$ cat config.mk
export PLATFORM = sky130hd
export DESIGN_NAME = mips_multicycle_core
export DESIGN_NICKNAME = d
export VERILOG_FILES = /design/src/rtl/mips_multicycle_core.sv
export SDC_FILE = /design/constraint.sdc
export NUM_CORES = 2
export LEC_CHECK = 0
export ABC_AREA = 1
export BUFFER_PORTS_ARGS = -buffer_cell sky130_fd_sc_hd__buf_2
export CORE_ASPECT_RATIO = 1.2
export CORE_MARGIN = 2
export CORE_UTILIZATION = 45
export CTS_CLUSTER_DIAMETER = 150
export DETAILED_ROUTE_END_ITERATION = 8
export PLACE_DENSITY = 0.63
export SLEW_MARGIN = 20
export SYNTH_ARGS = -nofsm -noshare
export SYNTH_HDL_FRONTEND = slang
export SYNTH_SLANG_ARGS = --single-unit
$ cat constraint.sdc
create_clock -name clk -period 3.7 [get_ports clk]
set_clock_uncertainty 0.2 [all_clocks]
set_input_delay 0.74 -clock clk [delete_from_list [all_inputs] [get_ports clk]]
set_output_delay 0.74 -clock clk [all_outputs]
set_load 0.02 [all_outputs]
$ cat src/rtl/mips_multicycle_core.sv
`default_nettype none
// +-----------------------------------------------------------------------------+
// | mips_multicycle_core: multi-cycle MIPS subset core, one unified memory port |
// | with req/ready handshake. Optional MIPS_PERF_CNT_EN adds cycle/instret cnt. |
// | Rev 1.0                                                                     |
// +-----------------------------------------------------------------------------+
module mips_multicycle_core #(
  parameter int          ADDR_W          = 32,
  parameter logic [31:0] RESET_PC        = 32'h0000_0000,
  parameter bit          HALT_ON_ILLEGAL = 1'b1
) (
  input  logic              clk,
  input  logic              rst,
  output logic              mem_req,
  output logic              mem_we,
  output logic [ADDR_W-1:0] mem_addr,
  output logic [31:0]       mem_wdata,
  input  logic [31:0]       mem_rdata,
  input  logic              mem_ready,
  output logic              retire,
  output logic              halted,
  output logic [31:0]       pc_out
`ifdef MIPS_PERF_CNT_EN
  ,
  output logic [31:0]       cycle_cnt,
  output logic [31:0]       instret_cnt
`endif
);

  localparam logic [5:0] OP_RTYPE = 6'h00;
  localparam logic [5:0] OP_J     = 6'h02;
  localparam logic [5:0] OP_BEQ   = 6'h04;
  localparam logic [5:0] OP_ADDI  = 6'h08;
  localparam logic [5:0] OP_LW    = 6'h23;
  localparam logic [5:0] OP_SW    = 6'h2B;
  localparam logic [5:0] FN_ADD   = 6'h20;
  localparam logic [5:0] FN_SUB   = 6'h22;
  localparam logic [5:0] FN_AND   = 6'h24;
  localparam logic [5:0] FN_OR    = 6'h25;
  localparam logic [5:0] FN_SLT   = 6'h2A;

  typedef enum logic [2:0] {
    S_FETCH  = 3'd0,
    S_DECODE = 3'd1,
    S_EXEC   = 3'd2,
    S_MEM    = 3'd3,
    S_WB     = 3'd4,
    S_HALT   = 3'd5
  } state_t;

  state_t      state_q, state_d;
  logic [31:0] pc_q, pc_d, ir_q, ir_d, a_q, a_d, b_q, b_d;
  logic [31:0] alu_q, alu_d, mdr_q, mdr_d;
  logic [31:0] regs_q [32];
  logic [31:0] regs_d [32];

  logic [5:0]  op, funct;
  logic [4:0]  rs, rt, rd, dest;
  logic [31:0] imm_sext, ea, alu_r, wb_data;
  logic        legal, misaligned;

  assign op       = ir_q[31:26];
  assign rs       = ir_q[25:21];
  assign rt       = ir_q[20:16];
  assign rd       = ir_q[15:11];
  assign funct    = ir_q[5:0];
  assign imm_sext = {{16{ir_q[15]}}, ir_q[15:0]};
  assign ea       = a_q + imm_sext;
  assign misaligned = |ea[1:0];
  assign dest     = (op == OP_RTYPE) ? rd : rt;
  assign wb_data  = (op == OP_LW) ? mdr_q : alu_q;

  always_comb begin
    legal = 1'b0;
    case (op)
      OP_RTYPE: legal = (funct == FN_ADD) || (funct == FN_SUB) || (funct == FN_AND) ||
                        (funct == FN_OR)  || (funct == FN_SLT);
      OP_J, OP_BEQ, OP_ADDI, OP_LW, OP_SW: legal = 1'b1;
      default:  legal = 1'b0;
    endcase
  end

  always_comb begin
    alu_r = a_q + b_q;
    case (funct)
      FN_SUB:  alu_r = a_q - b_q;
      FN_AND:  alu_r = a_q & b_q;
      FN_OR:   alu_r = a_q | b_q;
      FN_SLT:  alu_r = {31'b0, $signed(a_q) < $signed(b_q)};
      default: alu_r = a_q + b_q;
    endcase
  end

  always_comb begin
    state_d = state_q;
    pc_d    = pc_q;
    ir_d    = ir_q;
    a_d     = a_q;
    b_d     = b_q;
    alu_d   = alu_q;
    mdr_d   = mdr_q;
    regs_d  = regs_q;
    case (state_q)
      S_FETCH: begin
        if (mem_ready) begin
          ir_d    = mem_rdata;
          pc_d    = pc_q + 32'd4;
          state_d = S_DECODE;
        end
      end
      S_DECODE: begin
        a_d   = regs_q[rs];
        b_d   = regs_q[rt];
        alu_d = pc_q + {imm_sext[29:0], 2'b00};
        if (legal)                state_d = S_EXEC;
        else if (HALT_ON_ILLEGAL) state_d = S_HALT;
        else                      state_d = S_FETCH;
      end
      S_EXEC: begin
        case (op)
          OP_RTYPE: begin
            alu_d   = alu_r;
            state_d = S_WB;
          end
          OP_ADDI: begin
            alu_d   = ea;
            state_d = S_WB;
          end
          OP_LW, OP_SW: begin
            alu_d = ea;
            if (!misaligned)          state_d = S_MEM;
            else if (HALT_ON_ILLEGAL) state_d = S_HALT;
            else                      state_d = S_FETCH;
          end
          OP_BEQ: begin
            if (a_q == b_q) pc_d = alu_q;
            state_d = S_FETCH;
          end
          default: begin
            pc_d    = {pc_q[31:28], ir_q[25:0], 2'b00};
            state_d = S_FETCH;
          end
        endcase
      end
      S_MEM: begin
        if (mem_ready) begin
          mdr_d   = mem_rdata;
          state_d = (op == OP_SW) ? S_FETCH : S_WB;
        end
      end
      S_WB: begin
        if (dest != 5'd0) regs_d[dest] = wb_data;
        state_d = S_FETCH;
      end
      default: state_d = S_HALT;
    endcase
  end

  always_ff @(posedge clk or negedge rst) begin
    if (!rst) begin
      state_q <= S_FETCH;
      pc_q    <= RESET_PC;
      ir_q    <= '0;
      a_q     <= '0;
      b_q     <= '0;
      alu_q   <= '0;
      mdr_q   <= '0;
      for (int i = 0; i < 32; i++) regs_q[i] <= '0;
    end else begin
      state_q <= state_d;
      pc_q    <= pc_d;
      ir_q    <= ir_d;
      a_q     <= a_d;
      b_q     <= b_d;
      alu_q   <= alu_d;
      mdr_q   <= mdr_d;
      regs_q  <= regs_d;
    end
  end

  // Port outputs decode from state; the rst term drops a request the moment reset asserts.
  always_comb begin
    mem_addr = '0;
    if (rst && state_q == S_FETCH)    mem_addr = pc_q[ADDR_W-1:0];
    else if (rst && state_q == S_MEM) mem_addr = alu_q[ADDR_W-1:0];
  end

  assign mem_req   = rst && ((state_q == S_FETCH) || (state_q == S_MEM));
  assign mem_we    = rst && (state_q == S_MEM) && (op == OP_SW);
  assign mem_wdata = mem_we ? b_q : 32'd0;
  assign halted    = (state_q == S_HALT);
  assign pc_out    = pc_q;

  always_comb begin
    retire = 1'b0;
    case (state_q)
      S_DECODE: retire = !legal && !HALT_ON_ILLEGAL;
      S_EXEC:   retire = (op == OP_BEQ) || (op == OP_J) ||
                         (((op == OP_LW) || (op == OP_SW)) && misaligned && !HALT_ON_ILLEGAL);
      S_MEM:    retire = mem_ready && (op == OP_SW);
      S_WB:     retire = 1'b1;
      default:  retire = 1'b0;
    endcase
  end

`ifdef MIPS_PERF_CNT_EN
  logic [31:0] cycle_cnt_q, cycle_cnt_d, instret_cnt_q, instret_cnt_d;

  always_comb begin
    cycle_cnt_d   = (state_q == S_HALT) ? cycle_cnt_q : cycle_cnt_q + 32'd1;
    instret_cnt_d = instret_cnt_q + {31'b0, retire};
  end

  always_ff @(posedge clk or negedge rst) begin
    if (!rst) begin
      cycle_cnt_q   <= '0;
      instret_cnt_q <= '0;
    end else begin
      cycle_cnt_q   <= cycle_cnt_d;
      instret_cnt_q <= instret_cnt_d;
    end
  end

  assign cycle_cnt   = cycle_cnt_q;
  assign instret_cnt = instret_cnt_q;
`endif

endmodule
`default_nettype wire

Word-level counts from Yosys, hierarchy flattened --
Cells that the tools add are included.
Storage, ports and cells: register bits 1219, input port bits 35, logic and storage cells 138
Operators by class: add/subtract/negate cells 5, magnitude comparators 5, equality and inequality tests 23, multiplexer cells 30, bitwise logic cells 5, reduce and logical (&&, ||, !) cells 30
Operator list (count):
- bitwise mux 1024 bit | 1
- two-way mux 32 bit | 11
- binary-select mux 32 bit (select 5 bit) | 2
- one-hot mux 32 bit (2 select lines) | 4
- demux 32 bit (select 5 bit) | 1
- one-hot mux 32 bit (4 select lines) | 1
- adder 32 bit | 3
- equality test 6 bit (second input constant) | 7
- adder 32 x 3 -> 32 bit (second input constant) | 1
- bitwise AND 32 bit | 1
- equality test 32 bit | 1
- less-than comparator 32 bit | 1
- bitwise OR 32 bit | 1
- subtractor 32 bit | 1
- greater-or-equal comparator 6 bit (second input constant) | 3
- inverter 5 -> 6 bit | 3
- two-way mux 3 bit | 5
- one-hot mux 3 bit (5 select lines) | 1
- != test 2 bit (second input constant) | 5
- AND reduction 2 bit | 5
- equality test 3 x 2 -> 1 bit (second input constant) | 2
- equality test 3 bit (second input constant) | 2
- equality test 6 x 2 -> 1 bit (second input constant) | 1
- equality test 6 x 3 -> 1 bit (second input constant) | 1
- 20 further kinds | 34

Logic depth before layout (Yosys ltp) --
word-level depth 8, mapped depth 21, depth with buffers taken out 20

Worst setup path after synthesis --
Ideal clock, no wire load.
path type input -> output, start point input rst, end point output mem_wdata[10], data arrival time 2163 ps, data required time 2760 ps, slack 597 ps, cell stages on the path 6, path buffers 2, path through buf_1 > nand2_1 > nor2_1 > inv_1 > clkbuf_1 > nor2_1
Between the ends: cells in the longest elaborated chain, start to end 3
Ends and longest elaborated chain:
- from (decl) | RTL line 13 | input logic rst,
- logical AND 1 bit (2 in a row) | RTL line 189 | assign mem_we = rst && (state_q == S_MEM) && (op == OP_SW);
- named net mem_we | RTL line 15 | output logic mem_we,
- two-way mux 32 bit | RTL line 190 | assign mem_wdata = mem_we ? b_q : 32'd0;
- to (decl) | RTL line 17 | output logic [31:0] mem_wdata,
The timed path passes the listed nets, and every way through them passes these cells.

Final worst setup path --
start point register ir_q[21], end point register a_q[31]
Between the ends: cells in the longest elaborated chain, start to end 4
Ends and longest elaborated chain:
- from (decl) | RTL line 52 | logic [31:0] pc_q, pc_d, ir_q, ir_d, a_q, a_d, b_q, b_d;
- from (signal assigned) | RTL line 172 | ir_q <= ir_d;
- inverter 5 -> 6 bit (implied by the code) | RTL line 112 | a_d = regs_q[rs];
- binary-select mux 32 bit (select 5 bit) | RTL line 112
- two-way mux 32 bit (implied by the code) (2 in a row) | RTL line 112
- to (signal assigned) | RTL line 164 | a_q <= '0;
- to (signal assigned) | RTL line 173 | a_q <= a_d;
- to (decl) | RTL line 52
Every way passes these cells. The select of a mux whose other input is x is not followed. A chain may end at the register's enable or synchronous reset.

==> flow_summary.json <==
{
  "status": "complete, no violations",
  "fin_crit_ps": 3680,
  "drc": 0,
  "fin_cells": 12300,
  "syn_nets": 10400,
  "synthArstFlopShare": 1.00,
  "grt_max_degree": 167,
  "swShare": 0.525,
  "dp.final_hpwl_um": 218000,
  "ant_nets": 0,
  "grt_use_total": 0.395,
  "finalCritPeriodShare": 0.994,
  "wire_per_inst_um": 27.0,
  "yosys.area.top_type": "dfrtp_1",
  "cts_buffers": 136,
  "start_kind": "register",
  "via_count": 77800,
  "nFillCells": 15500,
  "drv_slew": 0,
  "drive_gt1_frac": 0.0875,
  "portBuffers": 134,
  "setup_viol": 0,
  "post-route-util": 0.513,
  "fmax_ghz": 0.272,
  "viasPerCell": 6.33,
  "combPwrFrac": 0.593,
  "ir_drop_mv": 0.707,
  "mostFrequentLayoutCells": "o21ai_0 (2,197), nor2_1 (1,893), nand2_1 (1,580)",
  "wirelength_um": 332000,
  "syn-cell-area_um2": 72700,
  "leakage_uw": 0.0378,
  "p_int_uw": 43100,
  "clkLatencyLatePin_ps": 820,
  "drtPass1Iterations": 8,
  "drt-initial-drc-count": 11100,
  "syn_inst": 10200,
  "relSlewSlack": 0.229,
  "pwr-share-seq": 0.249,
  "ioPinCount": 135,
  "worst_slew_pin_slew_ps": 1150,
  "path_class": "register to register",
  "fin_nets": 10300,
  "synth-simple-area-share": 0.206,
  "clockBufferDepth": 3,
  "dieArea_um2": 165000,
  "cp-end-kind": "register",
  "synth_top_family_by_area": "compound AO/OA/AOI/OAI gates",
  "switchingPower_uw": 47600,
  "root_buffer": "clkbuf_16",
  "worstRegToRegCells": 8,
  "core_um2": 161000,
  "synth_compound_area_frac": 0.265,
  "hold_slack_ps": 51.1,
  "synth.distinct_cells": 50,
  "finalPower_uw": 90800,
  "dp.cells": 12000,
  "row_count": 161,
  "yosys-top-cells-area": "dfrtp_1 (42%), o21ai_0 (15%), nor2_1 (9.8%), nand2_1 (8.2%), o22ai_1 (4.9%)",
  "synth_xor_area_frac": 0.00723,
  "die_w_um": 371,
  "cts_tree": "done",
  "die_h_um": 444,
  "yosysTopAreaCellShare": 0.419,
  "synth_edf_count": 0,
  "cp.arrival_ps": 4150,
  "place.gp.congestion": 1.05,
  "required_ps": 4170,
  "pwr-share-clk": 0.157,
  "cellPowerDensity_nw_per_um2": 1100,
  "mostFrequentLayoutCell": "o21ai_0",
  "grt_pass1_vias": 72600,
  "syn_avg_cell_area_um2": 7.12,
  "start_util": 0.453,
  "synthFlopType": "dfrtp_1",
  "overflow": 0,
  "synth_mux_area_frac": 0.00263,
  "crit_fanout": 88,
  "synthAdderAreaFrac": 0.0281,
  "cts_sinks": 1219,
  "ys_warn_count": 0,
  "drv_cap": 0,
  "cts.clk_slew.worst_paths_ps": 60,
  "timing_hold_violations_final": 0,
  "grt_first_pass_wirelength_um": 485000,
  "worstHoldPathType": "primary input to register",
  "min_path_cells": 3,
  "antenna_found_initial": 25,
  "cts_max_level": 4,
  "ys_seq_area_frac": 0.419,
  "area_growth_syn_to_layout_pct": 13.2,
  "synth_seq_cells": 1219
}
[timing repair]
action / CTS / global route
hold buffers: 8 / 0
gates resized for setup: 8 / 31
pin swaps: 0 / 2
buffers inserted: 0 / 3
hold endpoints to repair: 106 / 0
setup endpoints to repair: 35 / 36
[sequential cells by signal (all words and copies together) (netlist names)]
name / count
alu_q: 32
pc_out: 32
a_q: 32
ir_q: 32
b_q: 32
state_q: 3
mdr_q: 32
regs_q: 1024
[path summary, 6_finish.rpt]
| kind | start | slack [ps] | to |
|---|---|---|---|
| max | ir_q[21]$_DFFE_PN0P_ | 20 | a_q[31]$_DFFE_PN0P_ |
| max in group asynchronous | rst | 770 | a_q[13]$_DFFE_PN0P_ |
| min in group asynchronous | rst | 430 | pc_out[30]$_DFFE_PN0P_ |
| max reg2reg | ir_q[21]$_DFFE_PN0P_ | 20 | a_q[31]$_DFFE_PN0P_ |
| min reg2reg | regs_q[998]$_DFFE_PN0P_ | 200 | regs_q[998]$_DFFE_PN0P_ |
| min | mem_rdata[31] | 50 | ir_q[31]$_DFFE_PN0P_ |
[cell usage after synthesis, types with 36 or more instances]
cell and count:
dfrtp_1 1219, buf_2 89, inv_1 499, o221ai_1 85, nand3_1 199, o22ai_1 570
clkbuf_1 741, nand2_1 1598, xor2_1 49, ha_1 157, a21oi_1 523, nand4_1 36
nor3_1 43, nor2_1 1905, o21ai_0 2201
[kinds of logic after synthesis]
family | Yosys count
xor gates and xnor gates | 60
AOI/OAI and AO/OA | 3560
DFF | 1219
muxes | 17
buffers and inverters | 1363
and+or+nand+nor | 3834
adders and majority gates | 161
[final cells by class]
type | count | area, um^2 | share of cell area
repair buffers | 564 | 5340 | 0.0648
diodes | 9 | 22.5 | 0.000273
clock buffers | 196 | 3990 | 0.0484
inverters | 508 | 1950 | 0.0237
clock inverters | 48 | 603 | 0.00732
well taps | 2119 | 2650 | 0.0322
multi-input cells | 7632 | 37300 | 0.452
flip-flops and latches | 1219 | 30500 | 0.371
[metal layers]
layer | up-vias | global-route usage | part of all wire | wire length, um
li1 | 34300 | - | - | -
met1 | 37200 | 0.498 | 0.37 | 124000
met2 | 5193 | 0.601 | 0.44 | 146000
met3 | 1182 | 0.0955 | 0.11 | 37500
met4 | 18 | 0.258 | 0.074 | 24700
met5 | - | 0 | 0.00039 | 131
[critical path: stages (launching register included)]
cell      delay (ps)
dfrtp_4          660
buf_12           420
buf_4            360
o21ai_0          140
a211oi_1         260
nor3_1            90
o311ai_0         920
buf_4            340
o21ai_0          100
[power by group through the flow]
stage	combinational [uW]	clock (uW)	sequential (uW)
floorplan	31400	0	21200
global placement	51400	0	22400
detailed placement	51800	0	22600
CTS	52000	14400	22400
global route	57700	14900	23100
finish	53900	14300	22600
[per-stage QoR]
stage / setup slack (ps) / area [um^2] / setup TNS [ps]
final: 21.3 / 82300 / 0
after global routing: -15.6 / 82300 / -15.6
after CTS: 1.63 / 82200 / 0
after detailed placement: 23.3 / 77500 / 0
after global placement: 15.2 / 77500 / 0
after floorplan: 597 / 72700 / 0
No activity file was read; power rests on OpenSTA's default activity.
